<file path="config.mk">
export PLATFORM = sky130hd
export DESIGN_NAME = rom_dl_ctrl
export DESIGN_NICKNAME = d
export VERILOG_FILES = /design/src/rtl/rom_dl_ctrl.sv
export SDC_FILE = /design/constraint.sdc
export NUM_CORES = 1
export LEC_CHECK = 0
export CAP_MARGIN = 25
export CORE_AREA = 2 2 70 121
export CTS_BUF_LIST = sky130_fd_sc_hd__clkbuf_2 sky130_fd_sc_hd__clkbuf_4 sky130_fd_sc_hd__clkbuf_8
export DETAILED_ROUTE_END_ITERATION = 7
export DIE_AREA = 0 0 72 123
export PLACE_DENSITY = 0.65
export SYNTH_ARGS = -nofsm -noshare
export SYNTH_HDL_FRONTEND = slang
export SYNTH_SLANG_ARGS = --single-unit
export TNS_END_PERCENT = 100
</file>
<file path="constraint.sdc">
create_clock -name clk_sys -period 4.19 [get_ports clk_sys]
set_input_delay 0.6285 -clock clk_sys [delete_from_list [all_inputs] [get_ports clk_sys]]
set_output_delay 0.6285 -clock clk_sys [all_outputs]
set_load 0.02 [all_outputs]
</file>
<file path="src/rtl/rom_dl_ctrl.sv">
// ROM download controller: accepts HPS download bytes, steers each one to the
// CPU, GFX or PROM region as a single-cycle write strobe, counts accepted bytes,
// flags short downloads and holds the game core in reset around a download.
//
// Ports:
//   clk_sys      system clock, all state on its rising edge
//   I_RESET_N    asynchronous active-low reset
//   dn_download  download active level
//   dn_addr      download byte address (16 bits)
//   dn_data      download byte
//   dn_wr        download write strobe (level, one write per rising edge)
//   sw_reset     OSD/button reset request
//   core_reset   active-high reset to the game core
//   cpu_we       one-cycle write strobe, region 0x0000-0x3FFF
//   gfx_we       one-cycle write strobe, region 0x4000-0x4FFF
//   prom_we      one-cycle write strobe, region 0x5000-0x501F
//   wr_addr      region-relative write address (14 bits)
//   wr_data      write data
//   dl_busy      high while in LOAD
//   dl_error     sticky short-download flag
//   byte_count   accepted writes in the current or last download (17 bits)
module rom_dl_ctrl #(
  parameter int unsigned HOLD_CYC  = 16,
  parameter int unsigned EXP_BYTES = 20512
) (
  input  logic        clk_sys,
  input  logic        I_RESET_N,
  input  logic        dn_download,
  input  logic [15:0] dn_addr,
  input  logic [7:0]  dn_data,
  input  logic        dn_wr,
  input  logic        sw_reset,
  output logic        core_reset,
  output logic        cpu_we,
  output logic        gfx_we,
  output logic        prom_we,
  output logic [13:0] wr_addr,
  output logic [7:0]  wr_data,
  output logic        dl_busy,
  output logic        dl_error,
  output logic [16:0] byte_count
);

  localparam int unsigned CNT_W = 17;
  localparam int unsigned HCW   = (HOLD_CYC > 1) ? $clog2(HOLD_CYC) : 1;

  typedef enum logic [1:0] {
    ST_IDLE,
    ST_LOAD,
    ST_HOLD,
    ST_RUN
  } state_e;

  state_e             state_q;
  logic [HCW-1:0]     hold_cnt_q;
  logic               dl_q;
  logic               wr_q;
  logic               arm_q;
  logic               core_reset_q;
  logic               cpu_we_q;
  logic               gfx_we_q;
  logic               prom_we_q;
  logic [13:0]        wr_addr_q;
  logic [7:0]         wr_data_q;
  logic               dl_busy_q;
  logic               dl_error_q;
  logic [CNT_W-1:0]   byte_count_q;

  logic               dl_rise_c;
  logic               dl_fall_c;
  logic               wr_rise_c;
  logic               accept_c;
  logic [CNT_W-1:0]   cnt_inc_c;
  logic [CNT_W-1:0]   cnt_new_c;
  logic               short_c;
  logic               hold_done_c;
  logic               reg_cpu_c;
  logic               reg_gfx_c;
  logic               reg_prom_c;
  logic [13:0]        addr_c;

  // arm_q blocks a "rise" right after reset while dn_download is already high:
  // a download must be seen low before a new one can start.
  assign dl_rise_c   = dn_download & ~dl_q & arm_q;
  assign dl_fall_c   = ~dn_download & dl_q;
  assign wr_rise_c   = dn_wr & ~wr_q;
  assign accept_c    = (state_q == ST_LOAD) & wr_rise_c;
  assign cnt_inc_c   = (byte_count_q == '1) ? byte_count_q : byte_count_q + CNT_W'(1);
  // Final count includes a write sampled together with the download falling edge.
  assign cnt_new_c   = accept_c ? cnt_inc_c : byte_count_q;
  assign short_c     = 32'(cnt_new_c) < EXP_BYTES;
  assign hold_done_c = (32'(hold_cnt_q) + 32'd1) >= HOLD_CYC;

  // Region decode and region-relative address.
  always_comb begin
    reg_cpu_c  = 1'b0;
    reg_gfx_c  = 1'b0;
    reg_prom_c = 1'b0;
    addr_c     = dn_addr[13:0];
    if (dn_addr[15:14] == 2'b00) begin
      reg_cpu_c = 1'b1;
    end else if (dn_addr[15:12] == 4'h4) begin
      reg_gfx_c = 1'b1;
      addr_c    = {2'b00, dn_addr[11:0]};
    end else if (dn_addr[15:5] == 11'h280) begin
      reg_prom_c = 1'b1;
      addr_c     = {9'b0, dn_addr[4:0]};
    end
  end

  // Control FSM with registered outputs.
  always_ff @(posedge clk_sys or negedge I_RESET_N) begin
    if (!I_RESET_N) begin
      state_q      <= ST_IDLE;
      hold_cnt_q   <= '0;
      dl_q         <= 1'b0;
      wr_q         <= 1'b0;
      arm_q        <= 1'b0;
      core_reset_q <= 1'b1;
      cpu_we_q     <= 1'b0;
      gfx_we_q     <= 1'b0;
      prom_we_q    <= 1'b0;
      wr_addr_q    <= '0;
      wr_data_q    <= '0;
      dl_busy_q    <= 1'b0;
      dl_error_q   <= 1'b0;
      byte_count_q <= '0;
    end else begin
      dl_q      <= dn_download;
      wr_q      <= dn_wr;
      cpu_we_q  <= 1'b0;
      gfx_we_q  <= 1'b0;
      prom_we_q <= 1'b0;
      if (!dn_download) begin
        arm_q <= 1'b1;
      end

      if (accept_c) begin
        cpu_we_q     <= reg_cpu_c;
        gfx_we_q     <= reg_gfx_c;
        prom_we_q    <= reg_prom_c;
        wr_addr_q    <= addr_c;
        wr_data_q    <= dn_data;
        byte_count_q <= cnt_inc_c;
      end

      case (state_q)
        ST_IDLE: begin
          if (dl_rise_c) begin
            state_q      <= ST_LOAD;
            dl_busy_q    <= 1'b1;
            byte_count_q <= '0;
            dl_error_q   <= 1'b0;
          end
        end
        ST_LOAD: begin
          if (dl_fall_c) begin
            state_q    <= ST_HOLD;
            hold_cnt_q <= '0;
            dl_busy_q  <= 1'b0;
            dl_error_q <= short_c;
          end
        end
        ST_HOLD: begin
          if (sw_reset) begin
            hold_cnt_q <= '0;
          end else if (hold_done_c) begin
            state_q      <= ST_RUN;
            hold_cnt_q   <= '0;
            core_reset_q <= 1'b0;
          end else begin
            hold_cnt_q <= hold_cnt_q + HCW'(1);
          end
        end
        ST_RUN: begin
          if (dl_rise_c) begin
            state_q      <= ST_LOAD;
            core_reset_q <= 1'b1;
            dl_busy_q    <= 1'b1;
            byte_count_q <= '0;
            dl_error_q   <= 1'b0;
          end else if (sw_reset) begin
            state_q      <= ST_HOLD;
            hold_cnt_q   <= '0;
            core_reset_q <= 1'b1;
          end
        end
        default: state_q <= ST_IDLE;
      endcase
    end
  end

  assign core_reset = core_reset_q;
  assign cpu_we     = cpu_we_q;
  assign gfx_we     = gfx_we_q;
  assign prom_we    = prom_we_q;
  assign wr_addr    = wr_addr_q;
  assign wr_data    = wr_data_q;
  assign dl_busy    = dl_busy_q;
  assign dl_error   = dl_error_q;
  assign byte_count = byte_count_q;

endmodule

</file>
==> results.md <==
* Worst-path clk slew at 100 ps
* Top FF cell, synth: dfrtp_1
* FF+latch area at 0.00135 mm2
* Ys async rst share at 100%
* Sequential-to-total area share from yosys stat at 50.4%
* Most Crowded Layer GR: met2
* NetSw at 0.703 mW
* Setup Viol. Count Final at 0
* Clock sinks at 54
* Slowest stage delay, CP at 590 ps
* Antenna-violating nets left at 0
* Die Span Y at 123 um
* Relative slew slack at 33.1%
* Reg power frac at 39.4%
* Vias in the first global route at 2,386
* Worst VDD drop at 0.000324 V
* Largest net degree at the start of global routing at 36
* Grt total ovfl at 0
* Starting Density at 33.9%
* RSZ-0062 raised after global routing: no
* Initial DRC count at 115
* CP cell instances: inv_1 -> ha_1 -> nand3b_4 -> or3_1 -> nor4_1 -> o211ai_1 -> a31o_1 -> o41a_2
* Clock share of power at 16.8%
* M2 GR Usage at 27.0%
* Final hold violation count at 0
* Placement row count at 43
* Setup TNS at 0 ps
* DRC errors left at 0
* CTS Buffer Depth at 2
* Max_cap viols at 0
* Post-synth cell types at 46
* Nets@finish at 361
* Drt pass-1 iters at 4
* Routed WL at 6.59 mm
* Area occupied by multi-input gates at 0.00125 mm2
* Average vias per placed instance at 5.39
* Critical path class: register to register
* Clock skew at 3.45 ps
* GRT met1 Usage at 18.1%
* Cell-internal power at 1.23 mW
* Worst-Margin Slew at 1000 ps
* Share of post-route cells with drive strength above 1 at 12.3%
* Leakage power at 1.48 nW
* Hold-fix buffers, CTS at 0
* Pre-CTS WS at 986 ps
* Mapped Nets at 290
* Initial antenna violation count at 0
* Grt met3 use at 5.46%
* Fill cells at 727
* Total GRT Usage at 16.3%
* Max stage delay cell, worst path: or3_1
* Io pins at 74
* Worst-Skew Late Latency at 320 ps
* Total number of vias at 2,244
* Combinational share of power at 43.9%
* CP max FO at 35
* Fin crit period at 2960 ps
* Fin crit share at 70.6%
* Number of flops mapped to enable cells by yosys at 0
* Root Driver: clkbuf_8
* Wire length of the first global-routing pass at 11.3 mm
* HP Class: input pin to async pin
* Average size of a mapped cell at 10.6 um2
* Power per cell area at 541 mW/mm2
* Power, Total at 1.94 mW
* Req. time, crit path at 4400 ps
* Final RePlAce weighted congestion at 0.830
* CTS tree: built
* Status: complete, no violations
* N_diodes at 0
* Syn Inst Count at 254
* Critical Path AT at 3170 ps
* Area Growth Syn to Fin at 33.6%
* Critical Path End Type: register
* Htree depth at 2
* Worst Setup Start Kind: register
* Flops & latches, synth at 54
* Die Wd at 72 um
* Full die area at 0.00886 mm2
* Core area at 0.00791 mm2
* Synthesis Warnings at 0
* Input/output buffers at 73
* CTS Buf Count at 5
* Drt wl/cell at 15.8 um
* Fmax at 338 MHz
* Cts repair resizes at 0
* Switching Share at 36.3%
* Final worst setup slack at 1230 ps
* Mapped Area at 0.00268 mm2
* Slew Limit Fails at 0
* DP Wirelength at 4.93 mm
* Number of setup buffers added after CTS at 0
==> critical path: cells and delay by family, from the launching register on <==
family                   cells  cell delay (ps)
AND/OR/NAND/NOR              3             1430
adder cells (fa/ha/maj)      1              330
flip-flops                   1              420
AO/OA/AOI/OAI                3              500
buffers and inverters        1              150
==> placed cells by master, fill, tap and decap left out, drive strengths merged, types with 2 or more instances in the layout <==
cell,Yosys,final
clkdlybuf4s50,0,72
nand3b,5,5
o22ai,2,2
nand2,18,18
nand4,7,7
o31a,2,2
xor2,4,4
a211oi,3,3
nor3b,2,2
nor4,7,7
mux2,22,22
inv,9,10
clkbuf,6,7
a31o,2,2
a22oi,2,2
and3,4,4
buf,4,2
nor2,28,28
o21ai,9,9
a21oi,9,9
and4,4,4
ha,7,7
nor3,9,9
mux2i,3,3
nor2b,2,2
nand3,6,6
dfrtp,53,53
or3,3,3
a31oi,3,3
xnor2,3,3
nand2b,3,3
==> Yosys cell counts, types with 3 or more instances <==
library cell	count	area, um2
ha_1	7	87.6
buf_2	4	20.0
nor4_1	4	25.0
nand2b_1	3	18.8
xnor2_1	3	26.3
nand2_1	18	67.6
and4_1	4	35.0
nand3b_1	4	30.0
a31oi_1	3	18.8
nor4_2	3	37.5
o21ai_0	9	45.0
nand4_1	7	43.8
a211oi_1	3	22.5
clkbuf_1	6	22.5
or3_1	3	18.8
a21oi_1	9	45.0
nand3_1	6	30.0
inv_1	9	33.8
dfrtp_1	53	1330
mux2_2	22	248
xor2_1	4	35.0
mux2i_1	3	30.0
nor2_1	28	105
and3_1	4	25.0
nor3_1	9	45.0
==> registers in the layout, summed over array words and instances, names as in the netlist <==
signal,cells
state_q,2
prom_we,1
wr_q,1
hold_cnt_q,4
byte_count,17
dl_error,1
wr_addr,14
arm_q,1
cpu_we,1
gfx_we,1
wr_data,8
core_reset,1
dl_busy,1
dl_q,1
==> metrics by stage <==
step / cells / hold WS (ps) / utilization [%] / area, um2
after floorplan: 254 / 333 / - / 2680
after global placement: 408 / 452 / 44.1 / 3490
after detailed placement: 408 / 462 / 44.1 / 3490
after CTS: 416 / 311 / 45.3 / 3580
after global routing: 416 / 351 / 45.3 / 3580
final: 416 / 294 / 45.3 / 3580
==> per-layer routing <==
layer	vias up	part of all wire, %	wire (um)
met5	-	0	0
met4	0	2.8	186
met3	17	7.9	524
met2	100	50	3280
met1	1065	39	2600
li1	1062	-	-
==> cells by family after synthesis <==
family	count (synthesis)	share of synthesized area (%)
adders and majority gates	7	3.26
buffers and inverters	19	2.85
xor gates and xnor gates	7	2.29
DFF	54	50.4
AOI/OAI and AO/OA	41	10.2
and+or+nand+nor	101	20.7
muxes	25	10.4
==> power by group through the flow <==
stage               combinational [mW]  sequential, mW  clock (mW)
global route                     0.922           0.784       0.358
detailed placement               0.852           0.775           0
finish                           0.850           0.764       0.325
CTS                              0.860           0.765       0.341
global placement                 0.855           0.768           0
floorplan                        0.324           0.922           0
==> cell type report <==
class                           count  share of cell area, %
Sequential cell                    54                   37.7
Multi-Input combinational cell    181                   35.0
Clock inverter                      1                  0.244
Tap cell                           90                   3.14
Clock buffer                        7                   2.51
Inverter                            9                  0.942
Timing Repair Buffer               74                   20.5
==> worst paths after layout <==
path                                 start             to  slack (ps)  depth (start not counted)
worst max-delay path            state_q[1]       dl_error        1230                          8
worst min-delay path             I_RESET_N  hold_cnt_q[2]         290                          1
worst max register to register  state_q[1]       dl_error        1230                          8
worst min register to register       arm_q          arm_q         480                          1
max in group asynchronous        I_RESET_N  byte_count[8]        3080                          2
min in group clk_sys                 arm_q          arm_q         480                          1
Note: power is estimated with default switching activity, not from simulation.
